**config.mk**
```make
export PLATFORM = sky130hd
export DESIGN_NAME = acc_stream_tx_flat
export DESIGN_NICKNAME = d
export VERILOG_FILES = /design/src/rtl/acc_stream_tx_if.sv /design/src/rtl/acc_stream_tx.sv /design/src/flat_wrapper.sv
export SDC_FILE = /design/constraint.sdc
export NUM_CORES = 1
export LEC_CHECK = 0
export ABC_AREA = 1
export BUFFER_PORTS_ARGS = -buffer_cell sky130_fd_sc_hd__clkbuf_2
export CORE_MARGIN = 3
export CORE_UTILIZATION = 50
export DETAILED_ROUTE_END_ITERATION = 10
export PLACE_DENSITY_LB_ADDON = 0.12
export SYNTH_ARGS = -nofsm -noshare
export SYNTH_HDL_FRONTEND = slang
export SYNTH_SLANG_ARGS = --single-unit
```
**constraint.sdc**
```tcl
create_clock -name clk -period 8.4 [get_ports clk]
set_input_delay 1.68 -clock clk [delete_from_list [all_inputs] [get_ports clk]]
set_output_delay 1.68 -clock clk [all_outputs]
set_load 0.01 [all_outputs]
```
**src/rtl/acc_stream_tx_if.sv**
```systemverilog
// acc_stream_tx_if: valid/ready word stream from the streamer to the accumulator input.
interface acc_stream_tx_if #(
  parameter int DataWidth = 32
);
  logic                 DataOutValid;
  logic                 DataOutRdy;
  logic                 DataOutLast;
  logic [DataWidth-1:0] DataOut;
  modport master(output DataOutValid, DataOut, DataOutLast, input DataOutRdy);
  modport slave(input DataOutValid, DataOut, DataOutLast, output DataOutRdy);
endinterface

```
**src/rtl/acc_stream_tx.sv**
```systemverilog
// acc_stream_tx: FIFO-backed streamer emitting NumGroups*GroupSize words with group-last flags.
// Optional starvation counter enabled by ACC_STREAM_TX_UNDERRUN_CNT_EN.
module acc_stream_tx #(
  parameter int DataWidth       = 32,
  parameter int GroupSize       = 4,
  parameter int GroupCountWidth = 2,
  parameter int BufferWidth     = 3,
  parameter int TileCountWidth  = 8
) (
  input  logic                      clk,
  input  logic                      sclr,
  input  logic                      clk_en,
  input  logic                      Start,
  input  logic [TileCountWidth-1:0] NumGroups,
  input  logic                      WrEn,
  input  logic [DataWidth-1:0]      WrData,
  output logic                      WrFull,
  output logic                      Busy,
  output logic                      Done,
  output logic [15:0]               UnderrunCount,
  acc_stream_tx_if.master           tx
);
  localparam int Depth = 1 << BufferWidth;
  localparam logic [GroupCountWidth-1:0] LastElem = GroupCountWidth'(GroupSize - 1);
  typedef enum logic [1:0] {IDLE, SEND, DONE} state_t;
  state_t                    r_state, w_next;
  logic [DataWidth-1:0]      r_mem [Depth];
  logic [BufferWidth-1:0]    r_wptr, r_rptr;
  logic [BufferWidth:0]      r_count;
  logic [GroupCountWidth-1:0] r_elem;
  logic [TileCountWidth-1:0] r_grp, r_num, w_grp_inc;
  logic                      w_full, w_empty, w_push, w_pop, w_wrap, w_launch;
  assign w_full    = r_count == (BufferWidth+1)'(Depth);
  assign w_empty   = r_count == '0;
  assign w_push    = WrEn & ~w_full & clk_en;
  assign w_pop     = tx.DataOutValid & tx.DataOutRdy & clk_en;
  assign w_wrap    = r_elem == LastElem;
  assign w_grp_inc = r_grp + 1'b1;
  assign w_launch  = (r_state == IDLE) & Start;
  always_ff @(posedge clk)
    if (w_push) r_mem[r_wptr] <= WrData;
  always_ff @(posedge clk) begin
    if (sclr) begin
      r_wptr  <= '0;
      r_rptr  <= '0;
      r_count <= '0;
    end else begin
      if (w_push) r_wptr <= r_wptr + 1'b1;
      if (w_pop) r_rptr <= r_rptr + 1'b1;
      r_count <= r_count + (BufferWidth+1)'(w_push) - (BufferWidth+1)'(w_pop);
    end
  end
  always_ff @(posedge clk) begin
    if (sclr) begin
      r_elem <= '0;
      r_grp  <= '0;
      r_num  <= '0;
    end else if (clk_en) begin
      if (w_launch) begin
        r_num  <= NumGroups;
        r_elem <= '0;
        r_grp  <= '0;
      end else if (w_pop) begin
        r_elem <= w_wrap ? '0 : r_elem + 1'b1;
        if (w_wrap) r_grp <= w_grp_inc;
      end
    end
  end
  always_ff @(posedge clk)
    if (sclr) r_state <= IDLE;
    else if (clk_en) r_state <= w_next;
  always_comb begin
    w_next = r_state == IDLE ? (Start ? (NumGroups == '0 ? DONE : SEND) : IDLE)
           : r_state == SEND ? ((w_pop && w_wrap && w_grp_inc == r_num) ? DONE : SEND)
           : IDLE;
  end
  always_comb begin
    Busy            = r_state == SEND;
    Done            = r_state == DONE;
    WrFull          = w_full;
    tx.DataOutValid = Busy & ~w_empty;
    tx.DataOutLast  = tx.DataOutValid & w_wrap;
    tx.DataOut      = w_empty ? '0 : r_mem[r_rptr];
  end
`ifdef ACC_STREAM_TX_UNDERRUN_CNT_EN
  logic [15:0] r_underrun;
  always_ff @(posedge clk) begin
    if (sclr) r_underrun <= '0;
    else if (clk_en) begin
      if (w_launch) r_underrun <= '0;
      else if (Busy && w_empty && r_underrun != 16'hFFFF) r_underrun <= r_underrun + 1'b1;
    end
  end
  assign UnderrunCount = r_underrun;
`else
  assign UnderrunCount = '0;
`endif
endmodule
```
**src/flat_wrapper.sv**
```systemverilog
// flat-port wrapper written by rule: the top's interface ports become plain ports
module acc_stream_tx_flat 
#(
  parameter int DataWidth       = 32,
  parameter int GroupSize       = 4,
  parameter int GroupCountWidth = 2,
  parameter int BufferWidth     = 3,
  parameter int TileCountWidth  = 8
)
  (clk, sclr, clk_en, Start, NumGroups, WrEn, WrData, WrFull, Busy, Done, UnderrunCount, tx_DataOutValid, tx_DataOut, tx_DataOutLast, tx_DataOutRdy);
  acc_stream_tx_if #(.DataWidth(DataWidth)) tx_i ();
  input  logic clk;
  input  logic sclr;
  input  logic clk_en;
  input  logic Start;
  input  logic [TileCountWidth-1:0] NumGroups;
  input  logic WrEn;
  input  logic [DataWidth-1:0] WrData;
  output logic WrFull;
  output logic Busy;
  output logic Done;
  output logic [15:0] UnderrunCount;
  output wire logic [$bits(tx_i.DataOutValid)-1:0] tx_DataOutValid;
  output wire logic [$bits(tx_i.DataOut)-1:0] tx_DataOut;
  output wire logic [$bits(tx_i.DataOutLast)-1:0] tx_DataOutLast;
  input wire logic [$bits(tx_i.DataOutRdy)-1:0] tx_DataOutRdy;
  assign tx_DataOutValid = tx_i.DataOutValid;
  assign tx_DataOut = tx_i.DataOut;
  assign tx_DataOutLast = tx_i.DataOutLast;
  assign tx_i.DataOutRdy = tx_DataOutRdy;
  acc_stream_tx #(.DataWidth(DataWidth), .GroupSize(GroupSize), .GroupCountWidth(GroupCountWidth), .BufferWidth(BufferWidth), .TileCountWidth(TileCountWidth)) u_core (.clk(clk), .sclr(sclr), .clk_en(clk_en), .Start(Start), .NumGroups(NumGroups), .WrEn(WrEn), .WrData(WrData), .WrFull(WrFull), .Busy(Busy), .Done(Done), .UnderrunCount(UnderrunCount), .tx(tx_i));
endmodule
```
==> results.yml <==
cells_and_area:
  fin_area_um2: 13620
  fillerInstances: 1909
  layout.nets: 1143
  n_antenna_cell: 0
  drive_gt1_frac: 0.1561
  syn_to_final_growth_pct: 14.62
yosys:
  synth_edf_count: 256
  synth_warnings: 0
  synthArstFlopShare: 0
  synth_seq_cells: 289
  synth_cells: 1016
  ys_seq_area_frac: 0.7025
  post_synth.cell_area_avg_um2: 11.70
  synth_cell_types: 38
  syn-cell-area_um2: 11880
  ys.flop_type: "edfxtp_1"
route:
  wl_per_cell_um: 17.69
  drt_iter0_markers: 644
  firstDrtPassIters: 4
  antenna_left: 0
  drc: 0
  routed_wl_um: 25130
  via_count: 7598
  avgViaCountPerCell: 5.347
run:
  drv_cap: 0
clock_network:
  ctsResizeCount: 0
  cts_root_buf: "clkbuf_16"
  clk_pin_slew_ns: 0.06
  cts_made_buffers: 29
  cts_buffer_depth: 3
  cts_setup_buffers: 0
  clock-sinks: 289
  clk_latency_ns: 0.56
  hold_buffers: 0
  cts_max_level: 1
  cts_tree: "built"
worst_setup_path:
  r2r-start: "u_core.r_count[2]"
  cp.required_ns: 6.72
  crit_top_cell: "o21ai_0"
  arrival_ns: 3.27
  path_class: "reg -> out"
  cp-end-kind: "output port"
  crit_slowest_cell: "clkinv_2"
  worst-r2r-cell-count: 13
  crit_path_end: "tx_DataOut[11]"
  worst_path_largest_cell_delay_ns: 0.73
  crit_path_max_fanout: 69
  path_cells: "clkinv_2 -> buf_4 -> o21ai_0 -> o22ai_1 -> o21ai_0 -> a31oi_1 -> clkbuf_2"
  timing.rr.end: "u_core.r_count[3]"
  start_kind: "flop"
  r2r_slack_ns: 5.32
timing:
  hold_viol: 0
  fmax_mhz: 202.0
  grt_setup_unrepaired: "false"
  skew_ns: 0.02722
  relSlewSlack: 0.2950
  setup_slack_ns: 3.450
  finalMaxSlewViolations: 0
  hold_ws_ns: 0.4743
  min_period_ns: 4.950
  finalSetupTns_ns: 0
  setup-violations-final: 0
  post-route-period-util: 0.5893
  worstMarginPinSlew_ns: 1.058
grt:
  grt_use_total: 0.1948
  grt-ovfl-total: 0
  grt_pass1_vias: 7348
  grt_start_max_net_pins: 99
  grt_pass1_wl_um: 40240
  antenna_found_initial: 0
hold_path:
  hp-class: "reg -> reg"
floorplan:
  die-area_um2: 25650
  io_pins: 99
  start_util: 0.5170
  fp.dieW_um: 160.2
  die_h_um: 160.2
  core_area_um2: 22980
  row_count: 55
placed_design:
  routabilityCongestion: 0.7558
  hpwl_um: 13500
  placed_area_um2: 12530
  io_buffers: 82
  dp_worst_setup_slack_ns: 4.064
pwr:
  p_sw_frac: 0.2373
  clkPwrFrac: 0.417
  ir_worst_vdd_v: 0.0002173
  p_leak_nw: 4.838
  pwr-share-comb: 0.119
  p_per_area_nw_per_um2: 255.9
  total_power_mw: 3.485
  p_sw_mw: 0.8271
  internal_power_mw: 2.658
  seq_power_share: 0.463
status:
  status: "finished clean"
[state kept, by name (all words and copies together), names as in the netlist, named ones only]
signal	count
u_core.r_state	2
u_core.r_wptr	3
u_core.r_grp	8
u_core.r_num	8
u_core.r_elem	2
u_core.r_mem	256
u_core.r_count	4
u_core.r_rptr	3
[metrics by stage]
step	utilization	instances
2_1_floorplan	-	1031
3_3_place_gp	0.5452	1369
3_5_place_dp	0.5452	1369
4_1_cts	0.5925	1421
5_1_grt	0.5925	1421
6_report	0.5925	1421
[Yosys cell counts, types with 2 or more instances]
cell      number  area [um2]
o21ai_0      143       715.7
dfxtp_1       33       660.6
o22ai_1       32       200.2
nor3b_1        4       30.03
nand3_1       27       135.1
nor4_1         2       12.51
inv_1         39       146.4
edfxtp_1     256        7687
a21oi_1       18       90.09
nand2_2        3       18.77
a21oi_2        2       17.52
nor2_1       228       855.8
nor2_8         2       40.04
buf_2         12       60.06
o21ai_1       21       105.1
nor2_2         3       18.77
inv_2          8       30.03
buf_4         25       187.7
clkbuf_1      27       101.4
ha_1           9       112.6
nand2_1       60       225.2
nor3_1         2       10.01
a31oi_1       32       200.2
o21bai_1       2       15.01
a211oi_1       9       67.56
buf_1          5       18.77
[layout make-up]
class	instances	area, um2	share of cell area
inverter	47	177.7	0.01305
sequential	289	8353	0.6133
clock inverter	18	332.8	0.02444
tap	313	391.6	0.02876
timing repair buffer	95	508.0	0.03730
clock buffer	34	754.5	0.05540
multi-input combinational	625	3102	0.2277
[power groups by stage]
stage	logic, mW	clock network, mW	registers [mW]
floorplan	0.257	0	1.64
detailed placement	0.417	0	1.65
global placement	0.413	0	1.65
CTS	0.419	1.47	1.62
global route	0.467	1.54	1.62
finish	0.416	1.45	1.62
[cell families (layout without fill, tap and decap cells)]
logic type	Yosys count	after routing	share of synthesized area
buf+inv	117	194	0.04623
fa+ha+maj	10	10	0.01116
simple gates	337	337	0.1189
other cells	1	16	0.0003156
xor+xnor	2	2	0.001474
flops	289	289	0.7025
compound gates	260	260	0.1194
[per-layer routing]
metal	vias up	routed length, um	track usage
li1	3741	-	-
met1	3637	11680	0.2767
met2	183	11670	0.3127
met3	37	1243	0.03139
met4	0	541	0.05799
met5	-	0	0
[placed cells by master (no fill, tap or decap), types with 3 or more instances in the layout]
master,count
o21ai_0,143
clkbuf_2,82
a31oi_1,32
nor2_2,3
o21ai_1,21
edfxtp_1,256
dfxtp_1,31
bufinv_16,9
clkbuf_1,4
ha_1,9
nand2_1,60
nor2_1,220
conb_1,16
inv_2,7
nor2_4,9
nand2_2,3
a21oi_1,18
inv_1,39
nor3b_1,4
buf_4,13
a211oi_1,9
clkinv_2,5
nand3_1,27
o22ai_1,32
clkbuf_16,29
[worst min path at each step]
stage,from,end,slack (ns),depth (start not counted)
finish,u_core.r_elem[1],u_core.r_elem[1],0.47,2
global route,u_core.r_elem[1],u_core.r_elem[1],0.51,2
CTS,u_core.r_elem[1],u_core.r_elem[1],0.48,2
detailed placement,u_core.r_elem[1],u_core.r_elem[1],0.47,2
global placement,u_core.r_elem[1],u_core.r_elem[1],0.46,2
floorplan,u_core.r_elem[1],u_core.r_elem[1],0.44,2
[critical path: cells and delay by family, from the launching register on]
kind            cells  cell delay (ns)
compound gates      4             0.61
buf+inv             3             1.48
flops               1             0.56
Note: power is estimated with default switching activity, not from simulation.
